`src/rtl/cp0_exc_ctrl_pkg.sv`:
```
// Shared CP0 constants: register selects, Status/Cause field positions,
// exception codes and the acknowledge FSM state type.
package cp0_pkg;

    localparam logic [4:0] CP0_STATUS = 5'd12;
    localparam logic [4:0] CP0_CAUSE  = 5'd13;
    localparam logic [4:0] CP0_EPC    = 5'd14;

    localparam int unsigned ST_IE     = 0;
    localparam int unsigned ST_EXL    = 1;
    localparam int unsigned ST_IM     = 8;
    localparam int unsigned CA_EXC_LO = 2;
    localparam int unsigned CA_ACKTO  = 7;
    localparam int unsigned CA_IP     = 8;

    localparam logic [4:0] EXC_INT = 5'd0;
    localparam logic [4:0] EXC_SYS = 5'd8;
    localparam logic [4:0] EXC_RI  = 5'd10;
    localparam logic [4:0] EXC_OV  = 5'd12;

    typedef enum logic {IDLE, ACK} ack_state_t;

    // A single interrupt line still needs a 1-bit index.
    function automatic int unsigned idx_width(input int unsigned n);
        return (n > 1) ? $clog2(n) : 1;
    endfunction

endpackage

```
`src/rtl/cp0_exc_ctrl_irq_arbiter.sv`:
```
// Lowest-index-wins priority encoder over the masked pending interrupts.
module irq_arbiter
    import cp0_pkg::*;
#(
    parameter int unsigned NUM_IRQ = 4
) (
    input  logic [NUM_IRQ-1:0]              req,
    output logic                            valid,
    output logic [idx_width(NUM_IRQ)-1:0]   idx
);

    localparam int unsigned IW = idx_width(NUM_IRQ);

    always_comb begin
        valid = 1'b0;
        idx   = '0;
        for (int unsigned i = 0; i < NUM_IRQ; i++) begin
            if (req[i] && !valid) begin
                valid = 1'b1;
                idx   = IW'(i);
            end
        end
    end

endmodule

```
`src/rtl/cp0_exc_ctrl.sv`:
```
// CP0 Status/Cause/EPC with exception/interrupt arbitration, PC redirect,
// mfc0/mtc0/eret service and a per-line interrupt acknowledge handshake.
module cp0_exc_ctrl
    import cp0_pkg::*;
#(
    parameter int unsigned NUM_IRQ   = 4,
    parameter logic [31:0] VEC_EXC   = 32'h0000_001c,
    parameter logic [31:0] VEC_IRQ   = 32'h0000_0040,
    parameter int unsigned VEC_SHIFT = 3,
    parameter int unsigned ACK_TMO   = 15
) (
    input  logic                Clk,
    input  logic                Rst,
    input  logic [31:0]         Pc,
    input  logic                Ov,
    input  logic                Sys,
    input  logic                Ri,
    input  logic                Eret,
    input  logic                Mtc0,
    input  logic [4:0]          Cp0_rd,
    input  logic [31:0]         Wdata,
    output logic [31:0]         Rdata,
    input  logic [NUM_IRQ-1:0]  Intr,
    output logic [NUM_IRQ-1:0]  Inta,
    output logic                Exc_take,
    output logic [31:0]         Exc_pc,
    output logic [31:0]         Sta,
    output logic [31:0]         Cau
);

    localparam int unsigned IW = idx_width(NUM_IRQ);
    localparam int unsigned CW = $clog2(ACK_TMO + 1);

    logic               ie, exl, ack_to;
    logic [NUM_IRQ-1:0] im, ip, inta_q;
    logic [4:0]         exc_code;
    logic [31:0]        epc;
    ack_state_t         state;
    logic [IW-1:0]      ack_line;
    logic [CW-1:0]      ack_cnt;

    logic               irq_valid, exc_hit, irq_take, take_any;
    logic [IW-1:0]      irq_idx;
    logic [4:0]         exc_sel;

    irq_arbiter #(.NUM_IRQ(NUM_IRQ)) u_arb (
        .req   (ip & im),
        .valid (irq_valid),
        .idx   (irq_idx)
    );

    always_comb begin
        exc_hit  = Ri | Sys | Ov;
        exc_sel  = Ri ? EXC_RI : (Sys ? EXC_SYS : EXC_OV);
        irq_take = !exc_hit && !Eret && ie && !exl && irq_valid && (state == IDLE);
        take_any = exc_hit | irq_take;
        Exc_take = take_any | Eret;
        if (exc_hit)
            Exc_pc = VEC_EXC;
        else if (irq_take)
            Exc_pc = VEC_IRQ + (32'(irq_idx) << VEC_SHIFT);
        else
            Exc_pc = epc;
    end

    always_comb begin
        Sta                   = '0;
        Sta[ST_IE]            = ie;
        Sta[ST_EXL]           = exl;
        Sta[ST_IM +: NUM_IRQ] = im;
        Cau                          = '0;
        Cau[CA_EXC_LO +: 5]          = exc_code;
        Cau[CA_ACKTO]                = ack_to;
        Cau[CA_IP +: NUM_IRQ]        = ip;
        case (Cp0_rd)
            CP0_STATUS: Rdata = Sta;
            CP0_CAUSE:  Rdata = Cau;
            CP0_EPC:    Rdata = epc;
            default:    Rdata = '0;
        endcase
    end

    assign Inta = inta_q;

    always_ff @(posedge Clk) begin
        if (Rst) begin
            ie       <= 1'b0;
            exl      <= 1'b0;
            im       <= '0;
            ip       <= '0;
            exc_code <= EXC_INT;
            ack_to   <= 1'b0;
            epc      <= '0;
            state    <= IDLE;
            ack_line <= '0;
            ack_cnt  <= '0;
            inta_q   <= '0;
        end else begin
            ip <= Intr;
            if (take_any) begin
                if (!exl)
                    epc <= Pc;
                exl      <= 1'b1;
                exc_code <= irq_take ? EXC_INT : exc_sel;
            end else begin
                if (Mtc0) begin
                    case (Cp0_rd)
                        CP0_STATUS: begin
                            ie  <= Wdata[ST_IE];
                            exl <= Wdata[ST_EXL];
                            im  <= Wdata[ST_IM +: NUM_IRQ];
                        end
                        CP0_CAUSE: ack_to <= Wdata[CA_ACKTO];
                        CP0_EPC:   epc    <= Wdata;
                        default: ;
                    endcase
                end
                if (Eret)
                    exl <= 1'b0;
            end

            // A timeout in the same cycle as an mtc0 clear keeps AckTo set.
            case (state)
                IDLE: begin
                    if (irq_take) begin
                        state    <= ACK;
                        ack_line <= irq_idx;
                        ack_cnt  <= '0;
                        inta_q   <= NUM_IRQ'(1) << irq_idx;
                    end
                end
                ACK: begin
                    if (!Intr[ack_line]) begin
                        state  <= IDLE;
                        inta_q <= '0;
                    end else if (ack_cnt == CW'(ACK_TMO - 1)) begin
                        state  <= IDLE;
                        inta_q <= '0;
                        ack_to <= 1'b1;
                    end else begin
                        ack_cnt <= ack_cnt + 1'b1;
                    end
                end
                default: state <= IDLE;
            endcase
        end
    end

endmodule

```
`config.mk`:
```
export PLATFORM = sky130hd
export DESIGN_NAME = cp0_exc_ctrl
export DESIGN_NICKNAME = d
export VERILOG_FILES = /design/src/rtl/cp0_exc_ctrl_pkg.sv /design/src/rtl/cp0_exc_ctrl_irq_arbiter.sv /design/src/rtl/cp0_exc_ctrl.sv
export SDC_FILE = /design/constraint.sdc
export NUM_CORES = 1
export LEC_CHECK = 0
export ABC_CLOCK_PERIOD_IN_PS = 2150
export CAP_MARGIN = 25
export CORE_ASPECT_RATIO = 1.5
export CORE_MARGIN = 5
export CORE_UTILIZATION = 38
export CTS_BUF_LIST = sky130_fd_sc_hd__clkbuf_16
export CTS_CLUSTER_DIAMETER = 50
export DETAILED_ROUTE_END_ITERATION = 6
export PLACE_DENSITY = 0.91
export SYNTH_ARGS = -nofsm -noshare
export SYNTH_HDL_FRONTEND = slang
export SYNTH_HIERARCHICAL = 1
export SYNTH_SLANG_ARGS = --single-unit
```
`constraint.sdc`:
```
create_clock -name Clk -period 2.15 [get_ports Clk]
set_input_delay 0.43 -clock Clk [delete_from_list [all_inputs] [get_ports Clk]]
set_output_delay 0.43 -clock Clk [all_outputs]
set_load 0.005 [all_outputs]
```
======== Yosys cells after proc, flatten, opt, wreduce, memory -nomap -nowiden ========
Index checks and enable logic that the tools add are counted.
operators by class
  multiplexer cells ....................... 41
  eq/ne operators ......................... 9
  bitwise operators ....................... 7
  add/subtract/negate cells ............... 2
  reductions and logical operators ........ 24
  order comparisons ....................... 1
  shift-type cells ........................ 1
operators by type and width
  kind                                                                     count
  32-bit 2-to-1 mux                                                        6
  32-bit one-hot mux with 3 select lines                                   1
  4-bit 2-to-1 mux                                                         7
  1-bit 2-to-1 mux                                                         19
  4-bit one-hot mux with 2 select lines                                    2
  5-bit by 4-bit equality test with 1-bit output, second input constant    3
  3-bit AND reduction                                                      3
  7-bit by 5-bit adder with 8-bit output, first input constant             1
  1-bit logical AND                                                        8
  1-bit zero test                                                          6
  3-bit 2-to-1 mux                                                         2
  2-bit inequality test, second input constant                             3
  2-bit AND reduction                                                      3
  3-bit nonzero test                                                       2
  4-bit by 1-bit adder with 4-bit output, second input constant            1
  4-bit bitwise AND                                                        1
  4-bit equality test, second input constant                               1
  2-bit 2-to-1 mux                                                         2
  1-bit bitwise OR                                                         4
  2-bit nonzero test                                                       2
  1-bit by 2-bit left shift with 4-bit output, first input constant        1
  2-bit by 3-bit < comparator with 1-bit output, second input constant     1
  3-bit by 2-bit inequality test with 1-bit output, second input constant  1
  1-bit binary-select mux with 2-bit select                                1
  3 further kinds                                                          4
storage, ports and cells
  input port bits ......................... 80
  flip-flop bits (word level) ............. 59
  word-level logic and storage cells ...... 96

======== Depth between registers and ports, before layout ========
Gate-level depths: netlist (run 1).
  word-level depth ........................ 18
  mapped depth ............................ 8

======== Hierarchy ========
The synthesis (run 1) kept the hierarchy.
modules (own cells, without submodules)
  module        instances  area each (µm²)  cells an instance
  cp0_exc_ctrl  1          3590.9           406
  irq_arbiter   1          35.0             7

======== Least setup slack after synthesis (run 1) ========
No wires, ideal clock.
  path type ............................... flip-flop to output port
  start ................................... reg ip[3]
  end ..................................... out Exc_pc[0]
  setup slack ............................. 0.175 ns
  arrival ................................. 1.545 ns
  stages on the path, launching flop included .. 8
  cell sequence ........................... dfxtp_1 > and2_1 > nor2_1 > nand2_1 > and4bb_2 > a21oi_2 > clkbuf_1 > and2_1
on the way
  word-level cells in the longest chain between the ends .. 7
RTL lines
  item                            line                            text
  start: declaration              cp0_exc_ctrl.sv:35              logic [NUM_IRQ-1:0] im, ip, inta_q;
  start signal: assignment        cp0_exc_ctrl.sv:99              ip <= Intr;
  4-bit bitwise AND               cp0_exc_ctrl.sv:47              .req (ip & im),
  1-bit logical AND               cp0_exc_ctrl_irq_arbiter.sv:18  if (req[i] && !valid) begin
  1-bit 2-to-1 mux                cp0_exc_ctrl_irq_arbiter.sv:18
  net irq_valid                   cp0_exc_ctrl.sv:42              logic irq_valid, exc_hit, irq_take, take_any;
  1-bit logical AND (2 in a row)  cp0_exc_ctrl.sv:55              irq_take = !exc_hit && !Eret && ie && !exl && irq_valid && (state == IDLE);
  32-bit 2-to-1 mux               cp0_exc_ctrl.sv:60              else if (irq_take)
  32-bit 2-to-1 mux               cp0_exc_ctrl.sv:58              if (exc_hit)
  end: declaration                cp0_exc_ctrl.sv:26              output logic [31:0] Exc_pc,
The timed path passes the listed nets, and every way through them passes these cells.

======== Worst setup path after layout (run 1) ========
  start ................................... reg ip[3]
  end ..................................... out Exc_pc[8]
Same word-level chain as after synthesis.

==> results.yml, run 1 <==
critical_path:
  critPathMaxFanout: 8
  cp.required_ns: 1.72
  critPathLaunchType: "flip-flop"
  crit_path_end_kind: "primary output"
  arrival_ns: 2.07
  worstRegToRegCells: 13
  critical_path_class: "flip-flop to primary output"
synthesis:
  synth_top_family_by_area: "compound AO/OA/AOI/OAI gates"
  synth_enable_flop_cells: 0
  synthAdderAreaFrac_pct: 0.690
  netlist_instances: 413
  ys_types: 44
  yosysWarnings: 6
  syn-cell-area_mm2: 0.00363
  synthFlopType: "dfxtp_1"
  synth-compound-area-share_pct: 20.3
  synth_seq_area_share_pct: 31.5
  avgSynthCellArea_um2: 8.78
  synth.area.mux_share_pct: 10.8
  synthArstFlopShare_pct: 0
  synthXorXnorAreaFrac_pct: 0.483
  ys_seq_elements: 57
  synthSimpleGateAreaFrac_pct: 19.3
place:
  io_buffers: 162
  dpl_worst_slack_ns: -0.687
  place_inst: 702
  place_congestion: 0.820
  dpl.hpwl_um: 10300
pwr:
  p_switching_w: 0.000820
  leakage_nw: 2.78
  sequentialPowerShare_pct: 37.1
  power_frac_clock_pct: 44.0
  switching_share_pct: 26.0
  total_power_w: 0.00315
  pwr-share-comb_pct: 19.0
  ir_worst_vdd_mv: 0.567
  power_density_mw_per_mm2: 494
  internal_power_w: 0.00233
timing:
  slew_headroom_pct: 66.0
  maxSlewViolCount: 0
  setup_violations: 35
  tightest_slew_ns: 0.496
  whs_ns: 0.433
  hold_viol: 0
  rsz0062_at_grt: "yes"
  finalWorstSetupSlack_ns: -0.352
  fin_worst_skew_ns: 0.00583
  fmax_ghz: 0.400
  fin_crit_ns: 2.50
  fin_crit_sh_pct: 116
floorplan:
  io_pins: 213
  core_mm2: 0.00931
  start_util_pct: 39.0
  rows: 43
  die_w_um: 89.8
  die_height_um: 130
  fp.dieArea_mm2: 0.0116
clocking:
  cts_max_level: 3
  cts_max_path_buffers: 2
  clk_pin_slew_ns: 0.05
  insertion_delay_ns: 0.33
  clock_sinks: 57
  cts_root_buf: "clkbuf_16"
  cts_tree: "done"
  cts_hold_buf: 0
  cts_made_buffers: 9
routing:
  vias: 4247
  drt_iter0_markers: 319
  wl_per_cell_um: 21.3
  ant_nets: 0
  vias_per_cell: 5.62
  routed_wl_um: 16100
  drc: 0
  first_pass_iters: 7
final_layout:
  final_cell_mix: "clkdlybuf4s50_1, buf_4, conb_1, buf_6, dfxtp_1"
  drive_gt1_share_pct: 36.8
  nets: 721
  num_antenna_cells: 0
  ff_latch_area_mm2: 0.00115
  instances_no_fill: 756
  multi_input_area_mm2: 0.00230
  final_common_cell: "clkdlybuf4s50_1"
  final_util_pct: 68.6
  n_fill_cell: 678
  area_growth_pct: 76.1
outcome:
  violations: "negative setup slack"
  outcome: "finished, violations left"
job:
  drv_cap: 0
hold_path:
  whs_path_depth: 3
  worstHoldPathType: "input port to flip-flop"
global_routing:
  grt_overflow: 0
  grt_max_degree: 33
  track_usage_pct: 25.3
  grt_pass1_wl_um: 23600
  antenna_found_initial: 0
  grt_pass1_vias: 4418
-- synth_stat cells, types with 2 or more instances --
| cell | count | share of area, % |
|---|---|---|
| nand3_1 | 3 | 0.41 |
| and3_1 | 25 | 4.3 |
| nor2b_1 | 6 | 1.0 |
| o21ai_1 | 5 | 0.69 |
| nand4_1 | 3 | 0.52 |
| nand2_1 | 9 | 0.93 |
| xor2_1 | 2 | 0.48 |
| ha_1 | 2 | 0.69 |
| clkbuf_1 | 23 | 2.4 |
| nor3_1 | 4 | 0.55 |
| nand2b_1 | 3 | 0.52 |
| mux2i_1 | 37 | 10 |
| a222oi_1 | 4 | 1.1 |
| and2_1 | 33 | 5.7 |
| dfxtp_1 | 57 | 31 |
| a21oi_1 | 11 | 1.5 |
| nor3_2 | 2 | 0.55 |
| buf_4 | 53 | 11 |
| a22o_1 | 6 | 1.4 |
| a32oi_1 | 32 | 7.7 |
| nand3b_1 | 4 | 0.83 |
| buf_2 | 5 | 0.69 |
| o22ai_1 | 32 | 5.5 |
| o22a_1 | 2 | 0.48 |
| inv_1 | 8 | 0.83 |
| a21oi_2 | 2 | 0.48 |
| buf_6 | 5 | 1.6 |
| or3_1 | 3 | 0.52 |
| nor2_1 | 17 | 1.8 |
-- routing by layer --
layer | vias to the layer above | wire length [µm] | global-route usage [%]
met5 | - | 0 | 0
met4 | 0 | 765 | 14.4
met3 | 57 | 1430 | 6.45
met2 | 294 | 8680 | 47.6
met1 | 2008 | 5250 | 25.1
li1 | 1888 | - | -
-- final cells by class --
type                            count  area share [%]
Inverter                            9           0.529
Clock inverter                      7           0.980
Sequential cell                    57            18.0
Clock buffer                        9            3.53
Tap cell                          112            2.19
Multi-Input combinational cell    309            36.0
Timing Repair Buffer              253            38.7
-- cells by family (layout without fill, tap and decap cells) --
family	count (synthesis)	in the layout
compound gates	99	99
fa+ha+maj	2	2
simple gates	118	118
xor+xnor	2	2
mux	38	38
buf+inv	96	278
flops	57	57
other cells	1	50
-- state kept, by name (all words and copies together), names as in the netlist, 2 cells and up --
signal / cells
im: 4
ip: 4
Inta: 4
ack_line: 2
exc_code: 3
ack_cnt: 4
epc: 32
-- stage by stage --
step | TNS (ns) | instance area (µm²)
2_1_floorplan | 0 | 3810
3_3_place_gp | -42.59 | 5480
3_5_place_dp | -47.34 | 5480
4_1_cts | -8.53 | 6260
5_1_grt | -12.00 | 6380
6_report | -10.03 | 6380
-- worst max-delay path, cell delays in order, from the launching register on --
cell and delay [ns]:
dfxtp_2 0.32, and2_4 0.16, nor2_4 0.11, nand2_2 0.08, and4bb_2 0.28, a21oi_4 0.17, buf_12 0.13, buf_8 0.10
buf_12 0.13, and2_4 0.16, buf_6 0.09
-- worst paths after layout --
check | endpoint | start | slack [ns]
worst max-delay path | Exc_pc[8] | ip[3]$_SDFF_PP0_ | -0.35
worst min-delay path | exc_code[2]$_SDFFE_PP0P_ | Sys | 0.43
worst max register to register | Inta[0]$_SDFFE_PP0P_ | ip[0]$_SDFF_PP0_ | -0.20
worst min register to register | ack_line[1]$_SDFFE_PP0P_ | ack_line[1]$_SDFFE_PP0P_ | 0.47
-- power by group through the flow --
stage | logic (W) | registers (W) | clock network, W
3_5_place_dp | 0.000506 | 0.00118 | 0
5_1_grt | 0.000632 | 0.00117 | 0.00144
2_1_floorplan | 0.000279 | 0.00117 | 0
6_report | 0.000599 | 0.00117 | 0.00139
3_3_place_gp | 0.000488 | 0.00118 | 0
4_1_cts | 0.000570 | 0.00116 | 0.00139
-- repair_timing --
item                       CTS  global route
pin swaps                   23            13
setup endpoints to repair   65            84
gates cloned                 5             2
gates resized for setup    299            73
buffers inserted            29             9
(Power assumes the default switching activity.)
==> run 2, diff against run 1 <==
Settings changed: RECOVER_POWER set to 100.
==> run 2 against run 1 <==
Effect of this change: the run still ends with negative setup slack left; utilization shrank 0.32 points; wire length shrank 0.63%; non-clock buffer count is the same; hold slack is essentially flat; die area is the same; clock power is essentially flat; register-to-register slack is essentially flat; via count grew 0.33%; sequential share of layout area grew 0.085 points; sequential cell count is the same; critical endpoint unchanged; largest cell class unchanged.
==> results.yml, run 2 (synthesized netlist as in run 1, its figures left out) <==
routing:
  drt_iter0_markers: 285
  vias: 4261
  first_pass_iters: 7
  ant_nets: 0
  drc: 0
  vias_per_cell: 5.64
  wl_per_cell_um: 21.2
  routed_wl_um: 16000
floorplan:
  rows: 43
  die_height_um: 130
  start_util_pct: 39.0
  die_w_um: 89.8
  fp.dieArea_mm2: 0.0116
  core_mm2: 0.00931
  io_pins: 213
global_routing:
  grt_pass1_vias: 4418
  antenna_found_initial: 0
  grt_overflow: 0
  grt_max_degree: 33
  track_usage_pct: 25.3
  grt_pass1_wl_um: 23600
timing:
  fin_worst_skew_ns: 0.00623
  fin_crit_sh_pct: 116
  fmax_ghz: 0.400
  finalWorstSetupSlack_ns: -0.347
  maxSlewViolCount: 0
  setup_violations: 37
  fin_crit_ns: 2.50
  rsz0062_at_grt: "yes"
  tightest_slew_ns: 1.20
  slew_headroom_pct: 19.9
  fin_tns_setup_ns: -10.12
  hold_viol: 0
place:
  place_congestion: 0.820
  place_area_mm2: 0.00548
  dpl.hpwl_um: 10300
  place_inst: 702
  io_buffers: 162
job:
  drv_cap: 0
final_layout:
  ff_latch_area_mm2: 0.00115
  nets: 721
  drive_gt1_share_pct: 36.0
  num_antenna_cells: 0
  n_fill_cell: 686
  area_growth_pct: 75.3
  design_area_mm2: 0.00635
  instances_no_fill: 756
  largest_reg_flops: 32
  multi_input_area_mm2: 0.00229
  final_cell_mix: "clkdlybuf4s50_1, buf_4, conb_1"
  final_util_pct: 68.3
  final_common_cell: "clkdlybuf4s50_1"
  top_register: "epc"
clocking:
  cts_tree: "done"
  cts_hold_buf: 0
  insertion_delay_ns: 0.32
  cts_made_buffers: 9
  clock_sinks: 57
  cts_max_path_buffers: 2
  cts_max_level: 3
  clk_pin_slew_ns: 0.05
  cts_root_buf: "clkbuf_16"
outcome:
  outcome: "finished, violations left"
  violations: "negative setup slack"
critical_path:
  r2r_start: "ip[0]$_SDFF_PP0_"
  critPathMaxFanout: 8
  cp_slowest_cell: "dfxtp_2"
  arrival_ns: 2.07
  crit_path_cell_trace: "and2_4 -> nor2_4 -> nand2_2 -> and4bb_2 -> a21oi_4 -> buf_12 -> buf_8 -> buf_12 -> and2_4 -> buf_6"
  critical_path_class: "flip-flop to primary output"
  startpoint: "ip[3]$_SDFF_PP0_"
  crit_path_end_kind: "primary output"
  critPathLaunchType: "flip-flop"
  cp.required_ns: 1.72
  slowest_delay_ns: 0.32
pwr:
  leakage_nw: 2.81
  total_power_w: 0.00314
  power_density_mw_per_mm2: 494
  ir_worst_vdd_mv: 0.567
hold_path:
  hold_start: "Sys"
  worstHoldPathType: "input port to flip-flop"
run 2: cell count changes in the layout (fill, tap and decap cells not counted), sizes merged:
cell	before	now
clkdlybuf4s50	87	70
clkbuf	30	35
dlygate4sd3	0	17
buf	133	128
run 2: per-layer routing:
metal | up-vias | track usage (%) | share of wire, %
met5 | - | 0 | 0
met4 | 0 | 14.4 | 5.0
met3 | 59 | 6.45 | 9.0
met2 | 313 | 47.6 | 54
met1 | 2002 | 25.1 | 32
li1 | 1887 | - | -
run 2: area by class of cell:
class / count / share of cell area [%]
timing repair buffer: 253 / 38.6
tap: 112 / 2.21
clock buffer: 9 / 3.54
clock inverter: 7 / 0.984
multi-input combinational: 309 / 36.0
inverter: 9 / 0.532
sequential: 57 / 18.1
run 2: final timing paths:
path / to / slack, ns / depth (start not counted)
worst max register to register: Inta[0]$_SDFFE_PP0P_ / -0.19 / 13
worst min register to register: ack_line[1]$_SDFFE_PP0P_ / 0.47 / 2
worst min-delay path: exc_code[2]$_SDFFE_PP0P_ / 0.43 / 3
worst max-delay path: Exc_pc[8] / -0.35 / 10
run 2: repair_timing:
| item | in CTS | in global routing |
|---|---|---|
| endpoints found under the hold margin | 0 | 0 |
| pin swaps | 23 | 13 |
| buffers inserted | 29 | 9 |
| gates resized for setup | 299 | 73 |
| endpoints found under the setup margin | 65 | 84 |
| gates cloned | 5 | 2 |
run 2: metrics by stage:
step / worst slack (ns) / hold slack (ns)
after global routing: -0.398 / 0.440
after CTS: -0.297 / 0.467
after detailed placement: -0.687 / 0.459
final: -0.347 / 0.433
after global placement: -0.608 / 0.467
after floorplan: 0.175 / 0.441
run 2: critical path, delay by kind of cell (launching register included):
kind / cells / cell delay [ns]
and+or+nand+nor: 5 / 0.79
DFF: 1 / 0.32
AOI/OAI and AO/OA: 1 / 0.17
buffers and inverters: 4 / 0.45
run 2: report_power, final:
part           internal, W  leakage [nW]  switching (W)
Combinational     0.000334          2.20       0.000259
Clock             0.000883         0.142       0.000499
Sequential         0.00111         0.470      0.0000566
Total              0.00233          2.81       0.000815
==> run 3, diff against run 2 <==
Settings changed: CTS_CLUSTER_DIAMETER 50 to unset, CTS_CLUSTER_SIZE set to 25.
==> results of run 3 <==
The final DEF is identical to that of run 2; final timing and power are the same.
